`src/rtl/button_event_ctrl_pkg.sv`:
```
// btn_event_pkg: command kinds, hold-timer phases and ownership states for button_event_ctrl.
package btn_event_pkg;
  localparam logic [1:0] KIND_PRESS   = 2'd0;
  localparam logic [1:0] KIND_REPEAT  = 2'd1;
  localparam logic [1:0] KIND_RELEASE = 2'd2;
  typedef enum logic {PH_HOLD, PH_REPEAT} phase_e;
  typedef enum logic {ST_IDLE, ST_OWNED} own_e;
endpackage

```
`src/rtl/button_event_ctrl_if.sv`:
```
// button_event_ctrl_if: valid/ready command channel carrying button id and event kind.
interface button_event_ctrl_if #(parameter int ID_W = 2);
  logic            cmd_valid;
  logic            cmd_ready;
  logic [ID_W-1:0] cmd_id;
  logic [1:0]      cmd_kind;
  modport master(output cmd_valid, cmd_id, cmd_kind, input cmd_ready);
  modport slave(input cmd_valid, cmd_id, cmd_kind, output cmd_ready);
endinterface

```
`src/rtl/button_event_ctrl_hold_timer.sv`:
```
// hold_timer: shared hold/auto-repeat counter; rep_tick_o pulses once per elapsed hold or repeat period.
module hold_timer import btn_event_pkg::*; #(
  parameter int HOLD_CYCLES   = 50_000_000,
  parameter int REPEAT_CYCLES = 10_000_000
) (
  input  logic clk,
  input  logic reset_n,
  input  logic start_i,
  input  logic stop_i,
  output logic rep_tick_o
);
  localparam int CW = $clog2(HOLD_CYCLES > REPEAT_CYCLES ? HOLD_CYCLES : REPEAT_CYCLES);
  // The start edge itself is the first hold cycle, so the hold phase ends one count earlier.
  localparam logic [CW-1:0] HOLD_LAST = CW'(HOLD_CYCLES - 2);
  localparam logic [CW-1:0] REP_LAST  = CW'(REPEAT_CYCLES - 1);
  logic [CW-1:0] cnt_q, cnt_d;
  phase_e        phase_q, phase_d;
  logic          run_q, run_d;
  always_comb begin
    rep_tick_o = run_q && !stop_i && cnt_q == (phase_q == PH_HOLD ? HOLD_LAST : REP_LAST);
    run_d      = start_i || (run_q && !stop_i);
    cnt_d      = (start_i || rep_tick_o) ? '0 : run_q ? cnt_q + CW'(1) : cnt_q;
    phase_d    = start_i ? PH_HOLD : rep_tick_o ? PH_REPEAT : phase_q;
  end
  always_ff @(posedge clk or negedge reset_n)
    if (!reset_n) begin
      cnt_q   <= '0;
      phase_q <= PH_HOLD;
      run_q   <= 1'b0;
    end else begin
      cnt_q   <= cnt_d;
      phase_q <= phase_d;
      run_q   <= run_d;
    end
endmodule

```
`src/rtl/button_event_ctrl.sv`:
```
// button_event_ctrl: turns debounced button levels into a serialized PRESS/REPEAT/RELEASE stream
// with per-button pending bits, one shared repeat timer owned by a single button, and a priority arbiter.
module button_event_ctrl import btn_event_pkg::*; #(
  parameter int N_BTN         = 4,
  parameter int HOLD_CYCLES   = 50_000_000,
  parameter int REPEAT_CYCLES = 10_000_000
) (
  input  logic                 clk,
  input  logic                 reset_n,
  input  logic [N_BTN-1:0]     btn_clean,
  button_event_ctrl_if.master  cmd,
  output logic                 overflow
);
  localparam int ID_W = $clog2(N_BTN);
  logic [N_BTN-1:0] btn_q, p_press_q, p_press_d, p_rep_q, p_rep_d, p_rel_q, p_rel_d;
  logic [N_BTN-1:0] rise, fall, any, sel, rep_set, clr_press, clr_rep, clr_rel;
  logic [ID_W-1:0]  win, rise_low, owner_q, owner_d, id_q, id_d;
  logic [1:0]       kind_q, kind_d;
  logic             valid_q, valid_d, ovf_q, ovf_d, ld, start, stop, tick;
  own_e             state_q, state_d;

  assign rise = btn_clean & ~btn_q;
  assign fall = ~btn_clean & btn_q;
  assign any  = p_press_q | p_rep_q | p_rel_q;
  assign ld   = !valid_q || cmd.cmd_ready;
  assign sel  = (ld && (|any)) ? N_BTN'(1) << win : '0;

  always_comb begin
    win      = '0;
    rise_low = '0;
    for (int i = N_BTN - 1; i >= 0; i--) begin
      if (any[i]) win = ID_W'(i);
      if (rise[i]) rise_low = ID_W'(i);
    end
  end

  always_comb begin
    state_d = state_q;
    owner_d = owner_q;
    start   = 1'b0;
    stop    = 1'b0;
    if (state_q == ST_IDLE && (|rise)) begin
      state_d = ST_OWNED;
      owner_d = rise_low;
      start   = 1'b1;
    end else if (state_q == ST_OWNED && fall[owner_q]) begin
      state_d = ST_IDLE;
      stop    = 1'b1;
    end
  end

  // A bit being loaded this cycle is free again, so a same-kind event refills it rather than dropping.
  always_comb begin
    rep_set   = tick ? N_BTN'(1) << owner_q : '0;
    clr_press = sel & p_press_q;
    clr_rep   = sel & ~p_press_q & p_rep_q;
    clr_rel   = sel & ~p_press_q & ~p_rep_q;
    p_press_d = p_press_q & ~clr_press | rise;
    p_rep_d   = (p_rep_q & ~clr_rep | rep_set) & ~fall;
    p_rel_d   = p_rel_q & ~clr_rel | fall;
    ovf_d     = ovf_q || (|(rise & p_press_q & ~clr_press)) || (|(fall & p_rel_q & ~clr_rel));
    valid_d   = ld ? (|any) : valid_q;
    id_d      = (ld && (|any)) ? win : id_q;
    kind_d    = (ld && (|any)) ? (p_press_q[win] ? KIND_PRESS : p_rep_q[win] ? KIND_REPEAT : KIND_RELEASE) : kind_q;
  end

  always_ff @(posedge clk or negedge reset_n)
    if (!reset_n) begin
      btn_q     <= '0;
      p_press_q <= '0;
      p_rep_q   <= '0;
      p_rel_q   <= '0;
      state_q   <= ST_IDLE;
      owner_q   <= '0;
      valid_q   <= 1'b0;
      id_q      <= '0;
      kind_q    <= KIND_PRESS;
      ovf_q     <= 1'b0;
    end else begin
      btn_q     <= btn_clean;
      p_press_q <= p_press_d;
      p_rep_q   <= p_rep_d;
      p_rel_q   <= p_rel_d;
      state_q   <= state_d;
      owner_q   <= owner_d;
      valid_q   <= valid_d;
      id_q      <= id_d;
      kind_q    <= kind_d;
      ovf_q     <= ovf_d;
    end

  hold_timer #(.HOLD_CYCLES(HOLD_CYCLES), .REPEAT_CYCLES(REPEAT_CYCLES)) u_timer (
    .clk        (clk),
    .reset_n    (reset_n),
    .start_i    (start),
    .stop_i     (stop),
    .rep_tick_o (tick)
  );

  assign cmd.cmd_valid = valid_q;
  assign cmd.cmd_id    = id_q;
  assign cmd.cmd_kind  = kind_q;
  assign overflow      = ovf_q;
endmodule

```
`src/flat_wrapper.sv`:
```
// flat-port wrapper written by rule: the top's interface ports become plain ports
module button_event_ctrl_flat import btn_event_pkg::*;
#(
  parameter int N_BTN         = 4,
  parameter int HOLD_CYCLES   = 50_000_000,
  parameter int REPEAT_CYCLES = 10_000_000
)
  (clk, reset_n, btn_clean, overflow, cmd_cmd_valid, cmd_cmd_id, cmd_cmd_kind, cmd_cmd_ready);
  button_event_ctrl_if #(.ID_W(2)) cmd_i ();
  input  logic clk;
  input  logic reset_n;
  input  logic [N_BTN-1:0] btn_clean;
  output logic overflow;
  output wire logic [$bits(cmd_i.cmd_valid)-1:0] cmd_cmd_valid;
  output wire logic [$bits(cmd_i.cmd_id)-1:0] cmd_cmd_id;
  output wire logic [$bits(cmd_i.cmd_kind)-1:0] cmd_cmd_kind;
  input wire logic [$bits(cmd_i.cmd_ready)-1:0] cmd_cmd_ready;
  assign cmd_cmd_valid = cmd_i.cmd_valid;
  assign cmd_cmd_id = cmd_i.cmd_id;
  assign cmd_cmd_kind = cmd_i.cmd_kind;
  assign cmd_i.cmd_ready = cmd_cmd_ready;
  button_event_ctrl #(.N_BTN(N_BTN), .HOLD_CYCLES(HOLD_CYCLES), .REPEAT_CYCLES(REPEAT_CYCLES)) u_core (.clk(clk), .reset_n(reset_n), .btn_clean(btn_clean), .cmd(cmd_i), .overflow(overflow));
endmodule
```
`config.mk`:
```
export PLATFORM = sky130hd
export DESIGN_NAME = button_event_ctrl_flat
export DESIGN_NICKNAME = d
export VERILOG_FILES = /design/src/rtl/button_event_ctrl_pkg.sv /design/src/rtl/button_event_ctrl_if.sv /design/src/rtl/button_event_ctrl_hold_timer.sv /design/src/rtl/button_event_ctrl.sv /design/src/flat_wrapper.sv
export SDC_FILE = /design/constraint.sdc
export NUM_CORES = 1
export LEC_CHECK = 0
export ABC_CLOCK_PERIOD_IN_PS = 2300
export BUFFER_PORTS_ARGS = -buffer_cell sky130_fd_sc_hd__buf_2
export CAP_MARGIN = 20
export CORE_MARGIN = 2
export CORE_UTILIZATION = 45
export DETAILED_ROUTE_END_ITERATION = 7
export PLACE_DENSITY = 0.71
export SLEW_MARGIN = 15
export SYNTH_ARGS = -nofsm -noshare
export SYNTH_HDL_FRONTEND = slang
export SYNTH_SLANG_ARGS = --single-unit
```
`constraint.sdc`:
```
create_clock -name clk -period 2.3 [get_ports clk]
set_input_delay 0.23 -clock clk [delete_from_list [all_inputs] [get_ports clk]]
set_output_delay 0.23 -clock clk [all_outputs]
set_load 0.05 [all_outputs]
```
Word-level counts from Yosys, hierarchy flattened
Index checks and enable logic that the tools add are counted.
Cells by class
  $add $sub $neg: 1
  multipliers: 0
  reductions and logical operators: 19
  shift-type cells: 2
  multiplexer cells: 28
  equal/unequal tests: 1
  bitwise logic cells: 28
  magnitude comparators: 2
  divide/modulo/power cells: 0
Operators with widths (number)
  26-bit two-way mux: 3
  4-bit bitwise AND: 14
  4-bit inverter: 8
  26-bit by 1-bit adder with 26-bit output, second input constant: 1
  26-bit equality test: 1
  2-bit two-way mux: 10
  4-bit bitwise OR: 5
  4-bit OR reduction: 4
  1-bit two-way mux: 10
  4-bit two-way mux: 2
  1-bit by 2-bit << shifter with 4-bit output, first input constant: 2
  1-bit binary-select mux with 2-bit select: 3
  2-bit by 3-bit less-than comparator with 1-bit output, second input constant: 2
  2-bit nonzero test: 3
  1-bit logical AND: 5
  1-bit logical OR: 5
  1-bit zero test: 2
  1-bit inverter: 1
Word-level totals
  RAM bits: 0
  output and inout bits: 6
  bits of input ports: 7
  logic and storage cells: 94
  memory bits (read-only): 0
  bits in registers: 53
  latch bits: 0
  memories kept: 0

Logic depth before layout (Yosys ltp)
  depth in word-level cells: 14
  depth in mapped cells: 7

Modules after synthesis
A second synthesis with hierarchy kept.
Unflattened totals
  cells, all modules: 279
  area total of the unflattened synthesis: 2772.7 µm²
By module, submodules not included
  hold_timer: seq. area each 700.7 µm², cells each 157, area each 1572.8 µm², times used 1
  button_event_ctrl: seq. area each 625.6 µm², cells each 122, area each 1199.9 µm², times used 1

Worst setup path before layout
No wires, ideal clock.
  kind: reg2reg
  start point: register u_core.u_timer.cnt_q[7]
  end point: register u_core.u_timer.cnt_q[10]
  data required time: 2.181 ns
  stages on the path, launching flop included: 7
  clock period less this slack: 1.889 ns
  arrival time: 1.770 ns
  path slack: 0.411 ns
  setup time: 0.119 ns
  buffers on the path: 1
  cells stage by stage: dfrtp_1 -> or4_1 -> a211oi_1 -> o2111ai_2 -> o21ai_4 -> buf_6 -> nor2_2
On the way
  word-level cells in the longest chain between the ends: 4
  elaborated cells between the ends (all ways): 7
  classes of those cells: add/sub (1); eq/ne (1); mux (2); reduce/logical (3)
Ends and longest elaborated chain
  start: declaration: RTL line button_event_ctrl_hold_timer.sv:16  | logic [CW-1:0] cnt_q, cnt_d;
  start signal: assignment: RTL line button_event_ctrl_hold_timer.sv:31  | cnt_q <= cnt_d;
  branches (longest 4 deep; another with 26-bit by 1-bit adder with 26-bit output)
Parallel ways; which one is timed is not known. The select of a mux whose other input is x is not followed.
A chain may end at the register's enable or synchronous reset.

Final worst setup path
  start point: register u_core.u_timer.cnt_q[21]
  end point: register u_core.u_timer.cnt_q[7]
On the way
  word-level cells in the longest chain between the ends: 4
  elaborated cells between the ends (all ways): 5
  classes of those cells: eq/ne (1); mux (1); reduce/logical (3)
Ends and longest elaborated chain
  26-bit equality test *: RTL line button_event_ctrl_hold_timer.sv:20  | rep_tick_o = run_q && !stop_i && cnt_q == (phase_q == PH_HOLD ? HOLD_LAST : REP_LAST);
  1-bit logical AND *: RTL line button_event_ctrl_hold_timer.sv:20
  1-bit logical OR *: RTL line button_event_ctrl_hold_timer.sv:22  | cnt_d = (start_i || rep_tick_o) ? '0 : run_q ? cnt_q + CW'(1) : cnt_q;
  26-bit two-way mux or 2-bit nonzero test (tied branches)
Mark *: on every way between the ends. The rest lies on a longest branch, timed or not.

==> results.toml <==
[logic_synthesis]
synth_area_um2 = 2690
ys_seq_area_share_pct = 49.3
synth_edf_count = 0
synth_cell_types = 49
yosysWarnings = 0
synth_area_per_cell_um2 = 9.86
ys_ff_latch = 53
yosysTopAreaCell = "dfrtp_1"
ys.flop_type = "dfrtp_1"
yosys.area.top_type_share_pct = 49.3
netlist_instances = 273
netlist_top_cells_area = "dfrtp_1 (49%), xor2_1 (5.5%), nor2_2 (4.6%), nand2_1 (4.2%), nor2_1 (3.1%)"
async_reset_ff_share_pct = 100
syn_nets = 281

[floorplan]
die_x_um = 81.3
io_pins = 13
core_um2 = 5850
initial_core_util_pct = 46.0
dieArea_um2 = 6620
die_y_um = 81.3
rows = 28

[final_layout]
layout-drive-gt1-share_pct = 17.2
syn2layout_area_growth_pct = 10.5
layout.nets = 303
n_fill_cell = 538
finish.instance_area_um2 = 2970
antenna_cells = 0

[timing]
fin_tns_setup_ps = 0
clock_skew_ps = 11.0
max_slew.worst_pin.slew_ps = 492
maxSlewHeadroom_pct = 66.7
min_period_ps = 2050
max_freq_ghz = 0.488
min_period_over_period_pct = 89.2
hold_viol_final = 0
maxSlewViolCount = 0
rsz0062_at_grt = "no"
setup_viol = 0

[place]
place_area_um2 = 2880
dp_hpwl_um = 3800
numPortBuffers = 12
gp_congestion = 0.747

[setup_path]
arrival_ps = 2240
cpPeakStageDelay_ps = 520
worstSetupPathType = "register to register"
required_ps = 2490
end_kind = "register"
crit_path_cell_trace = "or4_1 > nor4_1 > a21oi_1 > o21ai_4 > buf_4 > nor2_1"
start_kind = "register"
crit_slowest_cell = "or4_1"
path_max_fanout = 15

[clock_network]
insertion_delay_ps = 300
cts_root_buf = "clkbuf_8"
cts_tree = "built"
cts_buffers = 5
htreeDepth = 2
cts_num_sinks = 53
clkTransAtPathRegs_ps = 100
post_cts_resized = 0
ctsLongestPathBuffers = 2

[global_routing]
grt_pass1_wl_um = 9470
met3_usage_pct = 4.00
met1_usage_pct = 25.6
grt_max_degree = 54
grt_usage_pct = 18.6
overflow = 0
grt_pass1_vias = 2090
met2_usage_pct = 29.4
busiest_layer = "met2"
grt_antenna_before_repair = 0

[route]
first_pass_iters = 4
drtIter0Drc = 116
drt-total-wl_um = 5360
drc_errors = 0
drtAntennaViolNets = 0
vias = 2066
vias_per_cell = 5.57
wl_per_cell_um = 14.5

[power]
power.density_nw_per_um2 = 717
leakage_nw = 1.22
peakVddDrop_mv = 0.455

[hold_path]
min_path_type = "input pin to register"

[run_status]
status = "complete, no violations"

[flow_run]
maxCapViolCount = 0
-- area by class of cell --
class | count | area [um^2] | area share, %
Inverter | 3 | 11.3 | 0.379
Sequential cell | 53 | 1330 | 44.6
Tap cell | 75 | 93.8 | 3.16
Timing Repair Buffer | 20 | 135 | 4.55
Clock inverter | 2 | 15.0 | 0.505
Clock buffer | 6 | 72.6 | 2.44
Multi-Input combinational cell | 212 | 1320 | 44.4
-- layout by cell type, fill, tap and decap left out, types with 4 or more instances in the layout --
cell,netlist,layout
xnor2_1,8,8
a21oi_1,11,11
nor2_1,22,22
buf_4,0,6
buf_2,1,12
nor2b_1,4,4
nor2_2,20,20
nand4_1,12,12
nor3_1,5,5
clkbuf_8,0,5
xor2_1,17,17
dfrtp_1,53,53
nand2_1,30,30
nand3_1,14,14
nand2b_1,10,10
o21ai_0,8,8
-- cell usage after synthesis, types with 3 or more instances --
library cell and instances:
and4_1 3, nand2b_1 10, and3_1 3, o21ai_0 8, nand3_1 14, nor2b_1 4, dfrtp_1 53, a21oi_1 11
o41ai_1 3, nand4_1 12, o211ai_1 3, nor2_2 20, nor3_1 5, nor2_1 22, or4_1 3, inv_1 3
xnor2_1 8, xor2_1 17, nand2_1 30, or3_1 3, nor4_1 3
-- cells by family after synthesis --
| group | count (synthesis) | synth area share [%] |
|---|---|---|
| adder cells (fa/ha/maj) | 1 | 0.465 |
| AO/OA/AOI/OAI | 40 | 10.3 |
| flip-flops | 53 | 49.3 |
| multiplexers | 2 | 1.21 |
| XOR/XNOR | 25 | 8.14 |
| buffers and inverters | 8 | 1.72 |
| AND/OR/NAND/NOR | 144 | 28.9 |
-- path summary, 6_finish.rpt --
kind,slack [ps],from,depth (start not counted),to
hold / removal,50,btn_clean[3],1,u_core.btn_q[3]$_DFF_PN0_
setup reg to reg,250,u_core.u_timer.cnt_q[21]$_DFFE_PN0P_,6,u_core.u_timer.cnt_q[7]$_DFFE_PN0P_
hold reg to reg,490,u_core.cmd.cmd_kind[0]$_DFFE_PN0P_,2,u_core.cmd.cmd_kind[0]$_DFFE_PN0P_
setup / recovery,250,u_core.u_timer.cnt_q[21]$_DFFE_PN0P_,6,u_core.u_timer.cnt_q[7]$_DFFE_PN0P_
min in group asynchronous,430,reset_n,3,u_core.cmd.cmd_id[0]$_DFFE_PN0P_
max in group asynchronous,1630,reset_n,3,u_core.cmd.cmd_kind[0]$_DFFE_PN0P_
-- report_power, final --
group / switching (mW) / internal, mW / leakage, nW
logic: 0.284 / 0.182 / 0.517
registers: 0.123 / 1.02 / 0.668
clock network: 0.307 / 0.215 / 0.0374
-- worst max-delay path: cells and delay by family, from the launching register on --
family          cells  cell delay, ps
compound gates      2             380
buf+inv             1             260
flops               1             450
simple gates        3             840
-- flip-flops by register name, summed over array words and instances (netlist names) --
signal / cells
u_core.overflow: 1
u_core.p_press_q: 4
u_core.cmd.cmd_valid: 1
u_core.btn_q: 4
u_core.state_q: 1
u_core.u_timer.cnt_q: 26
u_core.p_rep_q: 4
u_core.cmd.cmd_kind: 2
u_core.owner_q: 2
u_core.u_timer.phase_q: 1
u_core.p_rel_q: 4
u_core.cmd.cmd_id: 2
u_core.u_timer.run_q: 1
-- routing by layer --
layer,share of wire (%),vias up
met2,47,41
met1,49,1014
met4,0.26,0
li1,-,1009
met3,3.6,2
met5,0,-
-- stage by stage --
stage               instances  power (mW)  setup slack, ps  utilization [%]  hold WS (ps)
floorplan                 273        1.49              411                -         -65.6
global placement          362        1.62              334             49.1           245
detailed placement        362        1.63              259             49.1           248
CTS                       371        2.16              243             50.8          41.0
global route              371        2.26              130             50.8          27.4
finish                    371        2.13              249             50.8          48.2
-- repair_timing --
action | 4_1_cts | 5_1_grt
setup buffers | 0 | 0
endpoints found under the hold margin | 53 | 0
hold buffers | 1 | 0
endpoints found under the setup margin | 0 | 0
(Power assumes the default switching activity.)
